**src/rtl/move_ctrl.sv**
```systemverilog
// Direction-pulse consumer: queues L/R/U/D requests and steps the head
// position one cell per game tick with wrap-around at the grid edges.
module move_ctrl #(
   parameter int unsigned GRID_W   = 16,
   parameter int unsigned GRID_H   = 12,
   parameter int unsigned TICK_DIV = 25_000_000,
   parameter int unsigned QDEPTH   = 4,
   parameter int unsigned X0       = 8,
   parameter int unsigned Y0       = 6
) (
   input  logic       clk,
   input  logic       clr,
   input  logic       L,
   input  logic       R,
   input  logic       U,
   input  logic       D,
   input  logic       pause,
   output logic [7:0] pos_x,
   output logic [7:0] pos_y,
   output logic [1:0] dir,
   output logic       tick,
   output logic [3:0] q_count,
   output logic       drop
);

   localparam int unsigned CW = $clog2(TICK_DIV);
   localparam int unsigned PW = $clog2(QDEPTH);

   localparam logic [1:0] DIR_U = 2'd0;
   localparam logic [1:0] DIR_R = 2'd1;
   localparam logic [1:0] DIR_D = 2'd2;
   localparam logic [1:0] DIR_L = 2'd3;

   logic [CW-1:0] cnt;
   logic [1:0]    mem [QDEPTH];
   logic [PW-1:0] wr_ptr;
   logic [PW-1:0] rd_ptr;

   logic [2:0] n_pulse;
   logic [1:0] cand;
   logic [1:0] ref_dir;
   logic [1:0] new_dir;
   logic       single;
   logic       multi;
   logic       empty;
   logic       full;
   logic       move_edge;
   logic       pop;
   logic       push;
   logic       is_opp;
   logic       is_same;
   logic       drop_n;
   logic [7:0] next_x;
   logic [7:0] next_y;

   // Request decode and admission against the pre-pop tail
   always_comb begin
      n_pulse   = 3'(L) + 3'(R) + 3'(U) + 3'(D);
      single    = (n_pulse == 3'd1);
      multi     = (n_pulse > 3'd1);
      cand      = DIR_U;
      if (R)      cand = DIR_R;
      else if (D) cand = DIR_D;
      else if (L) cand = DIR_L;
      empty     = (q_count == 4'd0);
      full      = (q_count == 4'(QDEPTH));
      ref_dir   = empty ? dir : mem[wr_ptr - PW'(1)];
      move_edge = !pause && (cnt == CW'(TICK_DIV - 1));
      pop       = move_edge && !empty;
      is_opp    = (cand == (ref_dir ^ 2'b10));
      is_same   = (cand == ref_dir);
      push      = single && !is_opp && !is_same && (!full || pop);
      drop_n    = multi || (single && is_opp) ||
                  (single && !is_opp && !is_same && full && !pop);
      new_dir   = pop ? mem[rd_ptr] : dir;
   end

   // One-cell step in the new direction with edge wrap
   always_comb begin
      next_x = pos_x;
      next_y = pos_y;
      case (new_dir)
         DIR_U:   next_y = (pos_y == 8'd0) ? 8'(GRID_H - 1) : pos_y - 8'd1;
         DIR_R:   next_x = (pos_x == 8'(GRID_W - 1)) ? 8'd0 : pos_x + 8'd1;
         DIR_D:   next_y = (pos_y == 8'(GRID_H - 1)) ? 8'd0 : pos_y + 8'd1;
         default: next_x = (pos_x == 8'd0) ? 8'(GRID_W - 1) : pos_x - 8'd1;
      endcase
   end

   always_ff @(posedge clk or posedge clr) begin
      if (clr) begin
         cnt <= '0;
      end else if (!pause) begin
         cnt <= (cnt == CW'(TICK_DIV - 1)) ? '0 : cnt + CW'(1);
      end
   end

   // FIFO storage needs no reset: occupancy gates every read
   always_ff @(posedge clk) begin
      if (push) mem[wr_ptr] <= cand;
   end

   always_ff @(posedge clk or posedge clr) begin
      if (clr) begin
         wr_ptr  <= '0;
         rd_ptr  <= '0;
         q_count <= 4'd0;
      end else begin
         if (push) wr_ptr <= wr_ptr + PW'(1);
         if (pop)  rd_ptr <= rd_ptr + PW'(1);
         case ({push, pop})
            2'b10:   q_count <= q_count + 4'd1;
            2'b01:   q_count <= q_count - 4'd1;
            default: q_count <= q_count;
         endcase
      end
   end

   always_ff @(posedge clk or posedge clr) begin
      if (clr) begin
         pos_x <= 8'(X0);
         pos_y <= 8'(Y0);
         dir   <= DIR_R;
         tick  <= 1'b0;
         drop  <= 1'b0;
      end else begin
         tick <= move_edge;
         drop <= drop_n;
         if (move_edge) begin
            dir   <= new_dir;
            pos_x <= next_x;
            pos_y <= next_y;
         end
      end
   end

endmodule
```
**config.mk**
```make
export PLATFORM = sky130hd
export DESIGN_NAME = move_ctrl
export DESIGN_NICKNAME = d
export VERILOG_FILES = /design/src/rtl/move_ctrl.sv
export SDC_FILE = /design/constraint.sdc
export NUM_CORES = 1
export LEC_CHECK = 0
export ABC_CLOCK_PERIOD_IN_PS = 3410
export BUFFER_PORTS_ARGS = -buffer_cell sky130_fd_sc_hd__clkbuf_2
export CORE_ASPECT_RATIO = 1.1
export CORE_MARGIN = 2
export CORE_UTILIZATION = 55
export DETAILED_ROUTE_END_ITERATION = 10
export GPL_TIMING_DRIVEN = 0
export PLACE_DENSITY = 0.74
export SYNTH_ARGS = -nofsm -noshare
export SYNTH_HDL_FRONTEND = slang
export SYNTH_SLANG_ARGS = --single-unit
export TNS_END_PERCENT = 100
```
**constraint.sdc**
```tcl
create_clock -name clk -period 3.41 [get_ports clk]
set_input_delay 0.682 -clock clk [delete_from_list [all_inputs] [get_ports clk]]
set_output_delay 0.682 -clock clk [all_outputs]
set_load 0.05 [all_outputs]
```
==> impl_metrics.ini, run 1 <==
[outcome]
status = complete, no violations

[floorplan]
die_w_um = 83.2
initial_utilization = 0.572
die_y_um = 91.1
ios = 31
coreArea_um2 = 6630
die_area_um2 = 7570
rows = 31

[placed_design]
port-buffer-count = 29
dp_slack_ns = -0.304
dp.cells = 508
gp_congestion = 0.856
hpwl_um = 5640

[power_and_ir_drop]
leakage_nw = 1.86
switching_power_uw = 775
vdd_drop_max_v = 0.000406
power.internal_mw = 1.55
sequentialPowerShare = 0.387
p_per_area_nw_per_um2 = 534
switching_share = 0.333
power_frac_clock = 0.325
power_frac_comb = 0.288
power_mw = 2.33

[setup_path]
path_max_fanout = 8
crit_buf_inv = 6
path_cells = clkbuf_2, inv_2, fa_1, inv_1, ha_2, inv_1, ha_1, or3b_4, or2_4, buf_6, nand2_2, xnor2_1, ha_2, inv_1, a2111oi_4, a2bb2oi_1
cp.required_ns = 3.67
critPathTopFamily = adder cells
critPathKind = primary input to flop
crit_path_max_incr_delay_ns = 0.46
crit_path_end_kind = flop
crit_path_frequent_cell = inv_1
arrival_ns = 3.59
start_kind = primary input
cp_slowest_cell = fa_1

[synth]
ys_seq_area_frac = 0.415
synth_top_area_share = 0.323
synth_flop_cell = dfrtp_1
synth.cell_area_um2 = 3790
synthDistinctLibCells = 57
synth_nets = 419
avgSynthCellArea_um2 = 9.57
synthCells = 396
synth.largest_area_cell = dfrtp_1
ys_ff_latch = 61
yosys_warnings = 0
synthTopCellsByArea = dfrtp_1 32%, edfxtp_1 6.3%, xnor2_1 5.1%
synthArstFlopShare = 0.869
synth-edff-count = 8

[clocking]
cts_buffers = 9
htree_levels = 3
clock-sinks = 61
cts_root_buffer = clkbuf_8
ctsHoldBuffers = 0
cts_tree = built
clockBufferDepth = 2
path_clk_slew_ns = 0.07
clock_latency_ns = 0.34

[layout]
diodes = 0
layout_commonest_cell = dfrtp_1
area_delta_synth_final_pct = 15.1
fin_util = 0.658
multiInputGateArea_um2 = 2130
stdcell_count = 526
layout-drive-gt1-share = 0.194
seqCellArea_um2 = 1570
fin_nets = 462
final_cell_mix = 49 x dfrtp_1, 36 x nor2_1, 34 x nand2_1
n_fill_cell = 527

[job]
cap_viol_max_count = 0

[sta]
tns_ns = 0
fmax_mhz = 301
period_needed_ns = 3.33
hold_viol_final = 0
worst_slew_pin_slew_ns = 1.10
finalCritPeriodShare = 0.976
worst_clock_skew_ns = 0.0101
slew_violations = 0
relSlewSlack = 0.257
fin_ws_ns = 0.0832
setup_viol = 0

[detailed_routing]
vias_per_cell = 5.79
vias = 3046
wl_per_cell_um = 15.1
drt_iter0_markers = 162
wl_um = 7930
ant_nets = 0
drt_pass1_iterations = 4
drc = 0

[global_routing]
first_global_vias = 2957
antenna_found_initial = 0
grt_max_degree = 33
grt_pass1_wl_um = 13600
grt_overflow = 0
grt_usage = 0.222

[hold_path]
min_path_type = primary input to async pin
timing repair:
action / CTS / global route
buffers inserted: 0 / 2
endpoints found under the hold margin: 0 / 0
setup endpoints to repair: 0 / 2
gates resized for setup: 0 / 8
worst paths after layout:
path	startpoint	endpoint	slack, ns	depth (start not counted)
worst max-delay path	D	q_count[1]$_DFFE_PP0P_	0.08	16
worst min-delay path	clr	cnt[3]$_DFFE_PP0N_	0.34	2
worst max register to register	wr_ptr[0]$_DFFE_PP0P_	q_count[1]$_DFFE_PP0P_	0.22	13
worst min register to register	cnt[23]$_DFFE_PP0N_	cnt[23]$_DFFE_PP0N_	0.51	1
max in group asynchronous	clr	pos_y[2]$_DFFE_PP1P_	2.47	3
min in group clk	cnt[23]$_DFFE_PP0N_	cnt[23]$_DFFE_PP0N_	0.51	1
through the flow:
stage	cell area, um^2	hold WS, ns
after floorplan	3810	0.467
final	4360	0.343
after detailed placement	4080	0.495
after global placement	4060	0.489
after CTS	4320	0.349
after global routing	4360	0.382
power groups by stage:
stage	Sequential, mW	Clock (mW)	Combinational (mW)
2_1_floorplan	0.968	0	0.431
3_3_place_gp	0.908	0	0.594
3_5_place_dp	0.911	0	0.627
4_1_cts	0.899	0.770	0.635
5_1_grt	0.910	0.808	0.735
6_report	0.900	0.758	0.671
sequential cells by signal, summed over array words and instances, names as in the netlist:
register and flops:
pos_x 8, rd_ptr 2, tick 1, wr_ptr 2, q_count 4, pos_y 8, drop 1, cnt 25
dir 2, mem 8
cell usage after synthesis (5+ instances only):
cell,instances
mux2i_1,14
o21ai_0,20
clkbuf_1,8
inv_1,17
a21oi_1,10
and3_1,7
nor3_1,24
o31ai_1,5
nand3_1,22
edfxtp_1,8
and2_1,6
nor2b_1,9
dfrtp_1,49
xor2_1,14
nand4_1,9
nor2_1,36
xnor2_1,22
nand2_1,35
nor4_1,7
ha_1,15
final cells by class:
type                    count  area share
plain buffers              14      0.0166
clock buffers              13      0.0390
clock inverters             3      0.0149
inverters                  18      0.0155
multi-input cells         303       0.489
flip-flops and latches     61       0.360
well taps                  82      0.0235
repair buffers             32      0.0413
cell families (layout without fill, tap and decap cells):
kind of cell / count (synthesis) / count (layout) / share of synthesized area
muxes: 23 / 23 / 0.0756
DFF: 61 / 61 / 0.415
AOI/OAI and AO/OA: 54 / 54 / 0.0911
buffers and inverters: 32 / 80 / 0.0353
adders and majority gates: 16 / 16 / 0.0548
xor gates and xnor gates: 36 / 36 / 0.0832
and+or+nand+nor: 174 / 174 / 0.246
metal layers:
metal / up-vias / GRT usage / share of wire / routed length, um
met5: - / 0 / 0 / 0
met3: 14 / 0.0436 / 0.041 / 328
li1: 1498 / - / - / -
met1: 1467 / 0.277 / 0.44 / 3480
met4: 0 / 0.116 / 0.016 / 129
met2: 67 / 0.366 / 0.50 / 4000
Power figures use the tool's default switching activity.
==> inputs of run 2 (changes only) <==
- CELL_PAD_IN_SITES_DETAIL_PLACEMENT: unset -> 1
- CELL_PAD_IN_SITES_GLOBAL_PLACEMENT: unset -> 1
- CORE_UTILIZATION: 55 -> 47
- CTS_BUF_LIST: unset -> sky130_fd_sc_hd__clkbuf_8 sky130_fd_sc_hd__clkbuf_16
- PLACE_DENSITY: 0.74 -> unset
- PLACE_DENSITY_LB_ADDON: unset -> 0.1
==> run 2 against run 1 <==
  * Maximum frequency up 1.7%
  * Clock skew is 0.0011 ns higher
  * Power fell by 0.89%
  * Die area rose by 16%
  * Combinational power grew 1%
  * Flip-flop and latch count unchanged
  * Via count fell by 0.26%
  * Sequential power up 0.4%
  * Cell count up 4.6%
  * Register-to-register slack hardly changed
  * First-iteration DRC count shrank 80%
  * Cell area increased by 0.23%
==> impl_metrics.ini, run 2 (synthesized netlist as in run 1, its figures left out) <==
[outcome]
status = complete, no violations

[detailed_routing]
vias_per_cell = 5.52
ant_nets = 0
routed-wl-met3_um = 180
drt_pass1_iterations = 4
met1_length_um = 3980
top_layer_used = met4
wl_met2_um = 4530
drt_iter0_markers = 32
wl_um = 8810
wl_per_cell_um = 16.0
drc = 0
vias = 3038

[power_and_ir_drop]
power_mw = 2.31
sequentialPowerShare = 0.392
p_per_area_nw_per_um2 = 528
switching_power_uw = 812
power.internal_mw = 1.50
switching_share = 0.352
vdd_drop_max_v = 0.000320
leakage_nw = 1.84
power_frac_comb = 0.294
power_frac_clock = 0.314

[sta]
fmax_mhz = 306
fin_ws_ns = 0.139
hold_ws_ns = 0.380
rsz0062_at_grt = no
finalCritPeriodShare = 0.959
relSlewSlack = 0.290
slew_violations = 0
hold_viol_final = 0
worst_slew_pin_slew_ns = 1.06
period_needed_ns = 3.27
setup_viol = 0
tns_ns = 0
worst_clock_skew_ns = 0.0113

[layout]
diodes = 0
layout-drive-gt1-share = 0.195
regMostFlops = cnt
area_delta_synth_final_pct = 15.4
layout_commonest_cell = dfrtp_1
stdcell_count = 550
final_cell_mix = 49 x dfrtp_1, 36 x nor2_1, 34 x nand2_1
largest_reg_flops = 25
fin_util = 0.556
fin_area_um2 = 4370
fin_nets = 460

[setup_path]
arrival_ns = 3.54
crit_path_end_kind = flop
r2r_end = q_count[1]$_DFFE_PP0P_
critPathKind = primary input to flop
r2r_cells = 12
path_max_fanout = 8
r2r_start = wr_ptr[0]$_DFFE_PP0P_
reg2reg_slack_ns = 0.23
cp.required_ns = 3.68
start_kind = primary input

[clocking]
clockBufferDepth = 2
cts_tree = built
cts_root_buffer = clkbuf_8
htree_levels = 3
path_clk_slew_ns = 0.08
clock-sinks = 61
clock_latency_ns = 0.35
cts_buffers = 9

[global_routing]
first_global_vias = 3195
grt_overflow = 0
antenna_found_initial = 0
grt_pass1_wl_um = 15200
grt_usage = 0.221
grt_max_degree = 30

[floorplan]
initial_utilization = 0.482
coreArea_um2 = 7870
die_y_um = 98.2
die_w_um = 89.6
ios = 31
rows = 34
die_area_um2 = 8800

[placed_design]
dp.cells = 534
post_dp_cell_area_um2 = 4110
hpwl_um = 6440
port-buffer-count = 29
gp_congestion = 0.784
dp_slack_ns = -0.351

[hold_path]
min_path_type = primary input to async pin

[job]
cap_viol_max_count = 0
==> run 2: cell types whose count changed in the layout (fill, tap and decap cells not counted), sizes merged <==
cell | previous run | this run
clkbuf | 51 | 47
inv | 18 | 21
clkinvlp | 0 | 2
clkinv | 1 | 0
buf | 8 | 6
==> run 2: what timing repair did <==
action,4_1_cts,5_1_grt
setup endpoints to repair,1,2
resized for setup,1,7
endpoints found under the hold margin,0,0
buffers inserted,1,0
hold buffers,0,0
pin swaps,1,5
==> run 2: worst max-delay path by stage <==
stage                     startpoint                     end  slack, ns  depth (start not counted)
2_1_floorplan                      D  q_count[1]$_DFFE_PP0P_       0.02                         15
3_3_place_gp                       D  q_count[1]$_DFFE_PP0P_      -0.21                         16
3_5_place_dp                       D  q_count[1]$_DFFE_PP0P_      -0.35                         16
4_1_cts                            D  q_count[2]$_DFFE_PP0P_       0.01                         17
5_1_grt        wr_ptr[0]$_DFFE_PP0P_  q_count[1]$_DFFE_PP0P_       0.03                         12
6_report                           D  q_count[1]$_DFFE_PP0P_       0.14                         15
==> run 2: layout make-up <==
cell class	count	area, um^2
plain buffers	13	61.3
inverters	18	67.6
flip-flops and latches	61	1570
well taps	108	135
clock inverters	7	96.3
clock buffers	9	124
fillers	914	3500
repair buffers	31	173
multi-input cells	303	2150
==> run 2: power by group through the flow <==
| stage | sequential [mW] | clock [mW] | combinational [mW] |
|---|---|---|---|
| floorplan | 0.968 | 0 | 0.431 |
| global route | 0.917 | 0.774 | 0.747 |
| detailed placement | 0.915 | 0 | 0.629 |
| global placement | 0.909 | 0 | 0.602 |
| CTS | 0.901 | 0.747 | 0.657 |
| finish | 0.904 | 0.725 | 0.678 |
==> run 2: critical path, cell delays in order <==
cell,delay [ns]
clkbuf_2,0.08
inv_1,0.10
fa_1,0.42
inv_1,0.07
ha_2,0.17
inv_1,0.05
ha_1,0.26
or3b_4,0.41
or2_4,0.29
nand2_2,0.10
xnor2_2,0.09
ha_4,0.27
inv_2,0.05
a2111oi_4,0.33
a2bb2oi_2,0.17
==> run 2: per-layer routing <==
layer  global-route usage  vias to the layer above
met5                    0                        -
li1                     -                     1495
met3               0.0440                       12
met2                0.377                       30
met4               0.0620                        0
met1                0.281                     1501
==> inputs of run 3 (changes only) <==
- CELL_PAD_IN_SITES_DETAIL_PLACEMENT: 1 -> unset
- CELL_PAD_IN_SITES_GLOBAL_PLACEMENT: 1 -> unset
- CORE_UTILIZATION: 47 -> 60
- PLACE_DENSITY: unset -> 0.8
- PLACE_DENSITY_LB_ADDON: 0.1 -> unset
==> run 3 against run 2 <==
  * Worst hold slack lost 0.018 ns
  * Combinational power shrank 4.9%
  * Maximum frequency grew 0.71%
  * Wire length shrank 14%
  * Highest routed layer unchanged
  * Sequential share of layout area grew 0.76 points
  * Critical endpoint is now q_count[2]$_DFFE_PP0P_
  * Largest power group unchanged
==> impl_metrics.ini, run 3 (synthesized netlist as in run 1, its figures left out) <==
[clocking]
cts_buffers = 9
cts_root_buffer = clkbuf_8
htree_levels = 3
clockBufferDepth = 2
path_clk_slew_ns = 0.06
cts_tree = built
clock-sinks = 61
ctsHoldBuffers = 0
clock_latency_ns = 0.34

[layout]
regMostFlops = cnt
layout_commonest_cell = dfrtp_1
fin_util = 0.696
fin_nets = 462
largest_reg_flops = 25
diodes = 0
fin_area_um2 = 4280
area_delta_synth_final_pct = 13.0
final_cell_mix = 49 x dfrtp_1, 36 x nor2_1, 35 x nand2_1
layout-drive-gt1-share = 0.185

[placed_design]
port-buffer-count = 29
post_dp_cell_area_um2 = 4080
gp_congestion = 0.878
dp_slack_ns = -0.298
hpwl_um = 5600

[global_routing]
grt-busiest-layer = met2
antenna_found_initial = 0
grt_use_met3 = 0.0643
grt_usage = 0.242
grt_overflow = 0
first_global_vias = 2945
grt_max_degree = 30
met1_usage = 0.309
grt_pass1_wl_um = 13200
met2_usage = 0.396

[power_and_ir_drop]
p_per_area_nw_per_um2 = 496
sequentialPowerShare = 0.424
power_mw = 2.12
power_frac_clock = 0.272
power_frac_comb = 0.304
power.internal_mw = 1.39
vdd_drop_max_v = 0.000352
switching_power_uw = 736
leakage_nw = 1.84
switching_share = 0.347

[floorplan]
ios = 31
initial_utilization = 0.616
die_w_um = 79.8
coreArea_um2 = 6160
rows = 30
die_y_um = 87.4
die_area_um2 = 6970

[setup_path]
reg2reg_slack_ns = 0.29
r2r_end = q_count[2]$_DFFE_PP0P_
r2r_start = wr_ptr[0]$_DFFE_PP0P_
crit_buf_inv = 5
critPathTopFamily = adder cells
arrival_ns = 3.45
critPathKind = primary input to flop
crit_path_frequent_cell = inv_1
worstSetupStartpoint = L
crit_path_end_kind = flop
start_kind = primary input
cp_slowest_cell = fa_1
path_max_fanout = 8
r2r_cells = 12
crit_path_max_incr_delay_ns = 0.41
cp.required_ns = 3.61
path_cells = clkbuf_2, inv_1, fa_1, inv_1, ha_2, inv_1, ha_1, or3b_4, or2_4, buf_6, nand2_1, xnor2_1, ha_2, nand3_1, o311ai_1, o211ai_1

[sta]
relSlewSlack = 0.318
fin_ws_ns = 0.162
worst_clock_skew_ns = 0.0110
rsz0062_at_grt = no
period_needed_ns = 3.25
slew_violations = 0
worst_slew_pin_slew_ns = 1.01
fmax_mhz = 308
setup_viol = 0
finalCritPeriodShare = 0.952
hold_viol_final = 0

[detailed_routing]
vias = 3053
drc = 0
ant_nets = 0
drt_iter0_markers = 111
wl_per_cell_um = 14.5
drt_pass1_iterations = 4
vias_per_cell = 5.84
wl_um = 7600

[outcome]
status = complete, no violations

[job]
cap_viol_max_count = 0

[hold_path]
min_path_type = primary input to async pin
## run 3: repair_timing
item,in CTS,in global routing
buffers inserted,0,2
setup endpoints to repair,0,2
gates resized for setup,0,4
## run 3: how the worst max path moves through the flow
stage	end	depth (start not counted)	slack, ns
final	q_count[2]$_DFFE_PP0P_	16	0.16
after global routing	q_count[2]$_DFFE_PP0P_	17	0.005
after CTS	q_count[2]$_DFFE_PP0P_	15	0.06
after detailed placement	q_count[2]$_DFFE_PP0P_	15	-0.30
after global placement	q_count[2]$_DFFE_PP0P_	17	-0.18
after floorplan	q_count[1]$_DFFE_PP0P_	15	0.02
## run 3: routing by layer
metal	share of wire	up-vias
li1	-	1495
met1	0.45	1486
met2	0.50	62
met3	0.033	10
met4	0.016	0
met5	0	-
## run 3: power by group through the flow
stage | Combinational [mW] | Sequential, mW | Clock (mW)
CTS | 0.624 | 0.902 | 0.590
detailed placement | 0.622 | 0.914 | 0
floorplan | 0.431 | 0.968 | 0
finish | 0.645 | 0.901 | 0.578
global placement | 0.595 | 0.909 | 0
global route | 0.716 | 0.915 | 0.621
## run 3: area by class of cell
| cell class | instances | area [um^2] |
|---|---|---|
| plain buffers | 14 | 72.6 |
| clock buffers | 12 | 165 |
| clock inverters | 3 | 12.5 |
| fillers | 488 | 1870 |
| inverters | 18 | 67.6 |
| multi-input cells | 303 | 2110 |
| flip-flops and latches | 61 | 1570 |
| well taps | 80 | 100 |
| repair buffers | 32 | 180 |
## run 3: per-stage QoR
stage / instances / hold WS (ns) / TNS, ns
global placement: 505 / 0.486 / -0.335
floorplan: 396 / 0.467 / 0
global route: 523 / 0.403 / 0
CTS: 521 / 0.381 / 0
finish: 523 / 0.361 / 0
detailed placement: 506 / 0.506 / -1.13
